[src/rtl/crc_pkg.sv]
// CRC engine shared definitions: FSM encoding, one-bit
// CRC step and default CRC-16 constants.
package crc_pkg;

  localparam logic [1:0] S_IDLE = 2'd0;
  localparam logic [1:0] S_RUN  = 2'd1;
  localparam logic [1:0] S_DONE = 2'd2;

  localparam logic [15:0] XMODEM_POLY      = 16'h1021;
  localparam logic [15:0] XMODEM_INIT      = 16'h0000;
  localparam logic [15:0] CCITT_FALSE_POLY = 16'h1021;
  localparam logic [15:0] CCITT_FALSE_INIT = 16'hFFFF;

  // One bit of the MSB-first CRC shift, on a w-bit
  // register held in the low bits of a 32-bit word.
  function automatic logic [31:0] crc_step(
    input logic [31:0] acc,
    input logic        din,
    input logic [31:0] poly,
    input int unsigned w
  );
    logic [31:0] mask;
    logic        fb;
    mask = 32'hFFFF_FFFF >> (32 - w);
    fb   = acc[5'(w - 1)] ^ din;
    crc_step = ((acc << 1) ^ (fb ? poly : 32'h0)) & mask;
  endfunction

endpackage

[src/rtl/crc_next.sv]
// Combinational CRC update over DATA_W bits, MSB first.
// Ports: acc (current CRC), data (word), acc_next (new CRC).
module crc_next
  import crc_pkg::*;
#(
  parameter int CRC_W = 16,
  parameter logic [CRC_W-1:0] POLY = CRC_W'(XMODEM_POLY),
  parameter int DATA_W = 1
) (
  input  logic [CRC_W-1:0]  acc,
  input  logic [DATA_W-1:0] data,
  output logic [CRC_W-1:0]  acc_next
);

  logic [CRC_W-1:0] t;

  always_comb begin
    t = acc;
    for (int i = DATA_W - 1; i >= 0; i--) begin
      t = CRC_W'(crc_step(32'(t), data[i],
                          32'(POLY), CRC_W));
    end
    acc_next = t;
  end

endmodule

[src/rtl/crc_engine.sv]
// Framed CRC generator, DATA_W bits per accepted beat.
// Ports: clock, reset_n (sync, active low), start/len
// (frame load), data_valid/data/ready (word handshake),
// busy (frame running), done (1-cycle pulse), crc (result).
module crc_engine
  import crc_pkg::*;
#(
  parameter int CRC_W = 16,
  parameter logic [CRC_W-1:0] POLY = CRC_W'(XMODEM_POLY),
  parameter logic [CRC_W-1:0] INIT = CRC_W'(XMODEM_INIT),
  parameter logic [CRC_W-1:0] XOROUT = '0,
  parameter int DATA_W = 1,
  parameter int LEN_W = 16
) (
  input  logic              clock,
  input  logic              reset_n,
  input  logic              start,
  input  logic [LEN_W-1:0]  len,
  input  logic              data_valid,
  input  logic [DATA_W-1:0] data,
  output logic              ready,
  output logic              busy,
  output logic              done,
  output logic [CRC_W-1:0]  crc
);

  logic [1:0]       state;
  logic [CRC_W-1:0] acc;
  logic [CRC_W-1:0] acc_nxt;
  logic [LEN_W-1:0] cnt;
  logic             beat;
  logic             last;

  crc_next #(
    .CRC_W  (CRC_W),
    .POLY   (POLY),
    .DATA_W (DATA_W)
  ) u_next (
    .acc      (acc),
    .data     (data),
    .acc_next (acc_nxt)
  );

  assign ready = (state == S_RUN);
  assign busy  = (state == S_RUN);
  assign done  = (state == S_DONE);
  assign beat  = data_valid & ready;
  assign last  = (cnt == LEN_W'(1));

  // start overrides everything, including a beat in
  // the same cycle; crc is only written on the way into
  // DONE so it is final for the whole done pulse.
  always_ff @(posedge clock) begin
    if (!reset_n) begin
      state <= S_IDLE;
      acc   <= '0;
      cnt   <= '0;
      crc   <= '0;
    end else if (start) begin
      acc <= INIT;
      cnt <= len;
      if (len == '0) begin
        state <= S_DONE;
        crc   <= INIT ^ XOROUT;
      end else begin
        state <= S_RUN;
      end
    end else begin
      unique case (state)
        S_RUN: begin
          if (beat) begin
            acc <= acc_nxt;
            cnt <= cnt - LEN_W'(1);
            if (last) begin
              state <= S_DONE;
              crc   <= acc_nxt ^ XOROUT;
            end
          end
        end
        default: state <= S_IDLE;
      endcase
    end
  end

endmodule

[config.mk]
export PLATFORM = sky130hd
export DESIGN_NAME = crc_engine
export DESIGN_NICKNAME = d
export VERILOG_FILES = /design/src/rtl/crc_pkg.sv /design/src/rtl/crc_next.sv /design/src/rtl/crc_engine.sv
export SDC_FILE = /design/constraint.sdc
export NUM_CORES = 1
export LEC_CHECK = 0
export CORE_MARGIN = 4
export CORE_UTILIZATION = 40
export DETAILED_ROUTE_END_ITERATION = 12
export PLACE_DENSITY = 0.6
export SYNTH_ARGS = -nofsm -noshare
export SYNTH_HDL_FRONTEND = slang
export SYNTH_SLANG_ARGS = --single-unit
[constraint.sdc]
create_clock -name clock -period 7.4 [get_ports clock]
set_clock_uncertainty 0.2 [all_clocks]
set_input_delay 1.48 -clock clock [delete_from_list [all_inputs] [get_ports clock]]
set_output_delay 1.48 -clock clock [all_outputs]
set_load 0.01 [all_outputs]
Word-level counts from Yosys, hierarchy flattened
Cells that the tools add are included.

Add/subtract/negate cells: 1. Equal/unequal tests: 6. Mux-type cells: 14. Bitwise gates (word level): 4. Reduce and logical (&&, ||, !) cells: 9.

Operators by type and width (number): $mux W16 (8); $eq A16 B1 Y1 const B (1); $logic_not A16 Y1 (1); $sub A16 B1 Y16 const B (1); $xor A16 B13 Y16 (1); $mux W13 (1); $mux W2 (5); $ne A3 B2 Y1 const B (2); $reduce_and A2 Y1 (3); $reduce_bool A2 Y1 (3); $reduce_and A4 Y1 (1); $eq A2 B1 Y1 const B (1); $eq A2 B2 Y1 const B (1); $ne A2 B1 Y1 const B (1); $reduce_or A2 Y1 (1); $and A1 B1 Y1 (1); $not A1 Y1 (1); $xor A1 B1 Y1 (1).

Flip-flop bits (word level): 50.

Longest topological paths before layout
Depth in word-level cells: 7. Depth in mapped cells: 7. Depth with buffers taken out: 6.

By module
Synthesis repeated with hierarchy kept, for this count alone.

Cell total of the unflattened synthesis: 279. Area total of the unflattened synthesis: 2377.3 sq um.

By module, submodules not included: crc_engine (times used 1, cells each 263, area each 2223.4 sq um, seq. area each 1001.0 sq um); crc_next (times used 1, cells each 16, area each 153.9 sq um, seq. area each 0.0 sq um).

Worst setup path before layout
No wires, ideal clock.

Path kind: in2reg. Start: input port data_valid. End: register cnt[11]. Arrival: 2.717 ns. Required time: 7.126 ns. Slack: 4.409 ns. Stages on the path: 5. Path buffers: 1. Path through: and3b_1 > clkbuf_1 > nand3_1 > or4_2 > a31oi_1.

Longest elaborated chain between the ends: 3.

Ends and longest elaborated chain: start: declaration (RTL line crc_engine.sv:19) `input logic data_valid,`; $and A1 B1 Y1 (RTL line crc_engine.sv:47) `assign beat = data_valid & ready;`; $reduce_bool A2 Y1 (no line); $reduce_and A2 Y1 (no line); end signal: assignment (RTL line crc_engine.sv:61) `cnt <= len;`; end signal: assignment (RTL line crc_engine.sv:73) `cnt <= cnt - LEN_W'(1);`; end: declaration (RTL line crc_engine.sv:30) `logic [LEN_W-1:0] cnt;`.

Every way passes these cells. A chain may end at the register's enable or synchronous reset.

Worst setup path after layout
Ends and elaborated chain as after synthesis.

==> summary.md <==
The number of standard cells in the layout, taps in and fillers out was 372; the average cell area after synthesis was 8.486 um^2. On the critical path, the stage with the largest delay is an instance of and3b_1. The sequential cell area in the final layout was 0.001001 mm^2; the power per cell area was 191.4 mW/mm^2. The count of final max-slew check failures was 0. The tree is rooted in a clkbuf_8. The core region is 0.005540 mm^2. Static timing analysis puts the maximum clock frequency at 260.7 MHz. Setup repair after global routing left no endpoint under its margin.

After synthesis the cells add up to 0.002300 mm^2. The net count of the finished layout is 323. The critical path launch point type is a primary input.

The endpoint arrival time on the critical path was 3870 ps. The number of failing hold endpoints at the final stage is 0, and the number of cells produced by synthesis is 271. For the number of rows created at floorplan, the log shows 27. The part of the total power dissipated in the clock network is 0.360, and the multi-input gate area in the final layout is 0.001186 mm^2. The count of state elements after synthesis was 50; the width of the die was 83.83 um. The tools report the clock net sink count as 50. The longest clock path from root to sink contains 2 buffers. The detailed router put a total of 2693 um of wire on met1. The async set-or-reset flop fraction in the synthesized netlist works out to 0. Routed wire length on met2: 2300 um. After clock tree synthesis, the clock-pin slew on the worst setup and hold paths is 100 ps.

The number of detailed-routing iterations run before antenna repair came out at 4. After routing, the total negative slack on setup checks comes to 0 ps. The class of the most critical setup path is primary input to flop. The count of input and output buffers was 39.

The required time of the worst setup path is 7440 ps, and the number of clock buffers inserted by TritonCTS is 5. Counting every net in the synthesized netlist gives 294. For this design, the CTS-stage hold fixing added 0 buffers.

The post-route fraction of the period consumed by the critical path came out at 0.5183. The internal power of the cells totals 402.0 uW. The detailed route wirelength on metal3 is 277 um, and the setup violation total in the final timing report is 0. The tools report the via count of the first global-routing pass as 1,856. The share of total power in combinational logic was 0.110; the design area was 0.002801 mm^2. The relative slew slack is 0.3556, and the power dissipated by switching net loads is 134.2 uW. The number of inserted filler cells in the final layout is 555, and the overall track demand over capacity in global routing is 0.1563. Of all nets on the critical path, the largest fanout is 26. The proportion of synthesized chip area in sequential cells was 0.4353; the maximum VDD drop was 0.00009616 V. The tools report the final hold slack as 270.0 ps. The number of distinct standard cells referenced by the synthesized netlist was 38; the number of warnings printed during yosys synthesis was 0. The full die area was 0.007027 mm^2; the total inserted antenna cells was 0.

The die is 83.83 um tall. Prior to clock tree synthesis, the placed netlist has a worst setup slack of 3256 ps. The minimum clock period is 3835 ps, and the number of resized instances in the post-cts repair step is 0. The layout cell share with drive strength beyond 1 works out to 0.08333.

The critical path goes through clkdlybuf4s50_1 > and3b_1 > nand3_1 > or4_2 > a31oi_1. At the pin with the least slew margin, the transition time is 957.8 ps. For this design the static power due to leakage is 0.8889 nW.

Max-cap violations in this run came to 0. The final weighted congestion in routability-driven placement is 0.7713, and the clock network latency to the later pin of the worst-skew pair is 310 ps. For the total via count in the routed design, the log shows 2,005. Among all flip-flop cells after synthesis, the most frequent one is dfxtp_1.

The run finished with clean final reports. In this run the top signal layer used is met4. The routed via count divided by cell count was 5.390; the instance area after placement was 0.002694 mm^2. The count of nets left with antenna violations once routing finished came out at 0. In this design, the stage delay of the slowest critical-path cell is 770 ps. For this block, the initial DRC count from the detailed router was 165. Buffers added to address setup during post-CTS repair amount to 0. The largest net degree at the start of global routing was 47.

The first global-routing pass estimated 8942 um of wire. For the level count of the clock H-tree, the log shows 2. The initial cell density of the core was 0.4151; the total detailed-routing wirelength was 5344 um. The min-delay analysis places its worst path in the category flop to flop. In the routed design, unresolved DRC markers number 0. For this design the top-level I/O count stands at 40. The worst setup path is captured at a flop. The run gives 0.529 as the part of the total power dissipated in sequential elements.

The tools report the number of antenna violations at the first check in global routing as 0. Compared with the post-synthesis result, the final layout area differs by 21.82%. The number of placed instances with taps included is 365, and the average routed wire per standard cell is 14.37 um. TritonCTS built the clock tree.

The switching fraction of total power was 0.2502; the detailed placer's ending HPWL was 3629 um. Yosys mapped a number of flops with a built-in enable equal to 0. The logs give 0 for the total congestion overflow and 3565 ps for the worst setup slack after layout.
==> synthesized netlist by cell type, types with 2 or more instances <==
master	instances	area (um^2)
buf_6	3	33.78
nor2b_1	2	12.51
o31ai_1	4	30.03
inv_1	5	18.77
or4_1	4	30.03
nor4_1	7	43.79
clkbuf_1	14	52.55
xnor2_1	7	61.31
a31oi_1	5	31.28
ha_1	2	25.02
o22ai_2	10	125.1
xor2_1	6	52.55
nand3b_1	2	15.01
o21ai_0	14	70.07
or3_1	5	31.28
o22ai_1	5	31.28
a21oi_1	25	125.1
nand2_1	68	255.2
a211oi_1	2	15.01
nand4b_1	3	26.28
nor3_1	2	10.01
dfxtp_1	50	1001
or4_4	2	22.52
nand3_1	2	10.01
nor2_1	7	26.28
nand4_1	3	18.77
==> sequential cells by signal (all words and copies together), names as in the netlist <==
register	cells
crc	16
acc	16
state	2
cnt	16
==> final timing paths <==
path / start / to / slack, ps / cells after the start
worst max-delay path: data_valid / cnt[11] / 3560 / 5
worst min register to register: crc[12] / crc[12] / 270 / 2
worst max register to register: cnt[6] / crc[0] / 4560 / 4
worst min-delay path: crc[12] / crc[12] / 270 / 2
==> layer usage <==
layer / GRT usage / vias up
met5: 0 / -
met4: 0.04825 / 0
met3: 0.03949 / 6
met2: 0.2307 / 42
met1: 0.2231 / 941
li1: - / 1016
==> cell usage in the layout, fill, tap and decap left out, drive strengths merged, types with 3 or more instances in the layout <==
master,n
or3,6
xor2,6
nor2,7
nand4b,3
xnor2,7
clkbuf,5
inv,5
a31oi,5
nand2,68
o31ai,4
a21oi,25
or4,7
clkdlybuf4s50,39
o22ai,15
nand4,3
nor4,7
o21ai,14
dfxtp,50
==> critical path: cells and delay by family <==
family	cells	cell delay [ps]
AND/OR/NAND/NOR	3	1700
buffers and inverters	1	520
AO/OA/AOI/OAI	1	170
==> layout make-up <==
type / count / area share
tap: 72 / 0.03216
sequential: 50 / 0.3573
multi-input combinational: 198 / 0.4234
clock inverter: 2 / 0.01385
clock buffer: 5 / 0.02456
inverter: 5 / 0.006699
timing repair buffer: 40 / 0.1420
==> kinds of logic after synthesis <==
family	count (synthesis)	share of synthesized area
buffers and inverters	23	0.04897
AO/OA/AOI/OAI	69	0.2116
multiplexers	1	0.004353
AND/OR/NAND/NOR	113	0.2394
flip-flops	50	0.4353
XOR/XNOR	13	0.04951
adder cells (fa/ha/maj)	2	0.01088
==> through the flow <==
step / power, mW / utilization
after global placement: 0.3489 / 0.4862
after CTS: 0.5406 / 0.5056
after global routing: 0.5564 / 0.5056
after detailed placement: 0.3489 / 0.4862
final: 0.5361 / 0.5056
after floorplan: 0.3257 / -
==> power by group through the flow <==
stage | combinational [mW] | clock, mW | sequential [mW]
2_1_floorplan | 0.0377 | 0 | 0.288
4_1_cts | 0.0594 | 0.197 | 0.284
3_3_place_gp | 0.0589 | 0 | 0.290
5_1_grt | 0.0661 | 0.205 | 0.285
6_report | 0.0592 | 0.193 | 0.284
3_5_place_dp | 0.0589 | 0 | 0.290
Note: power is estimated with default switching activity, not from simulation.
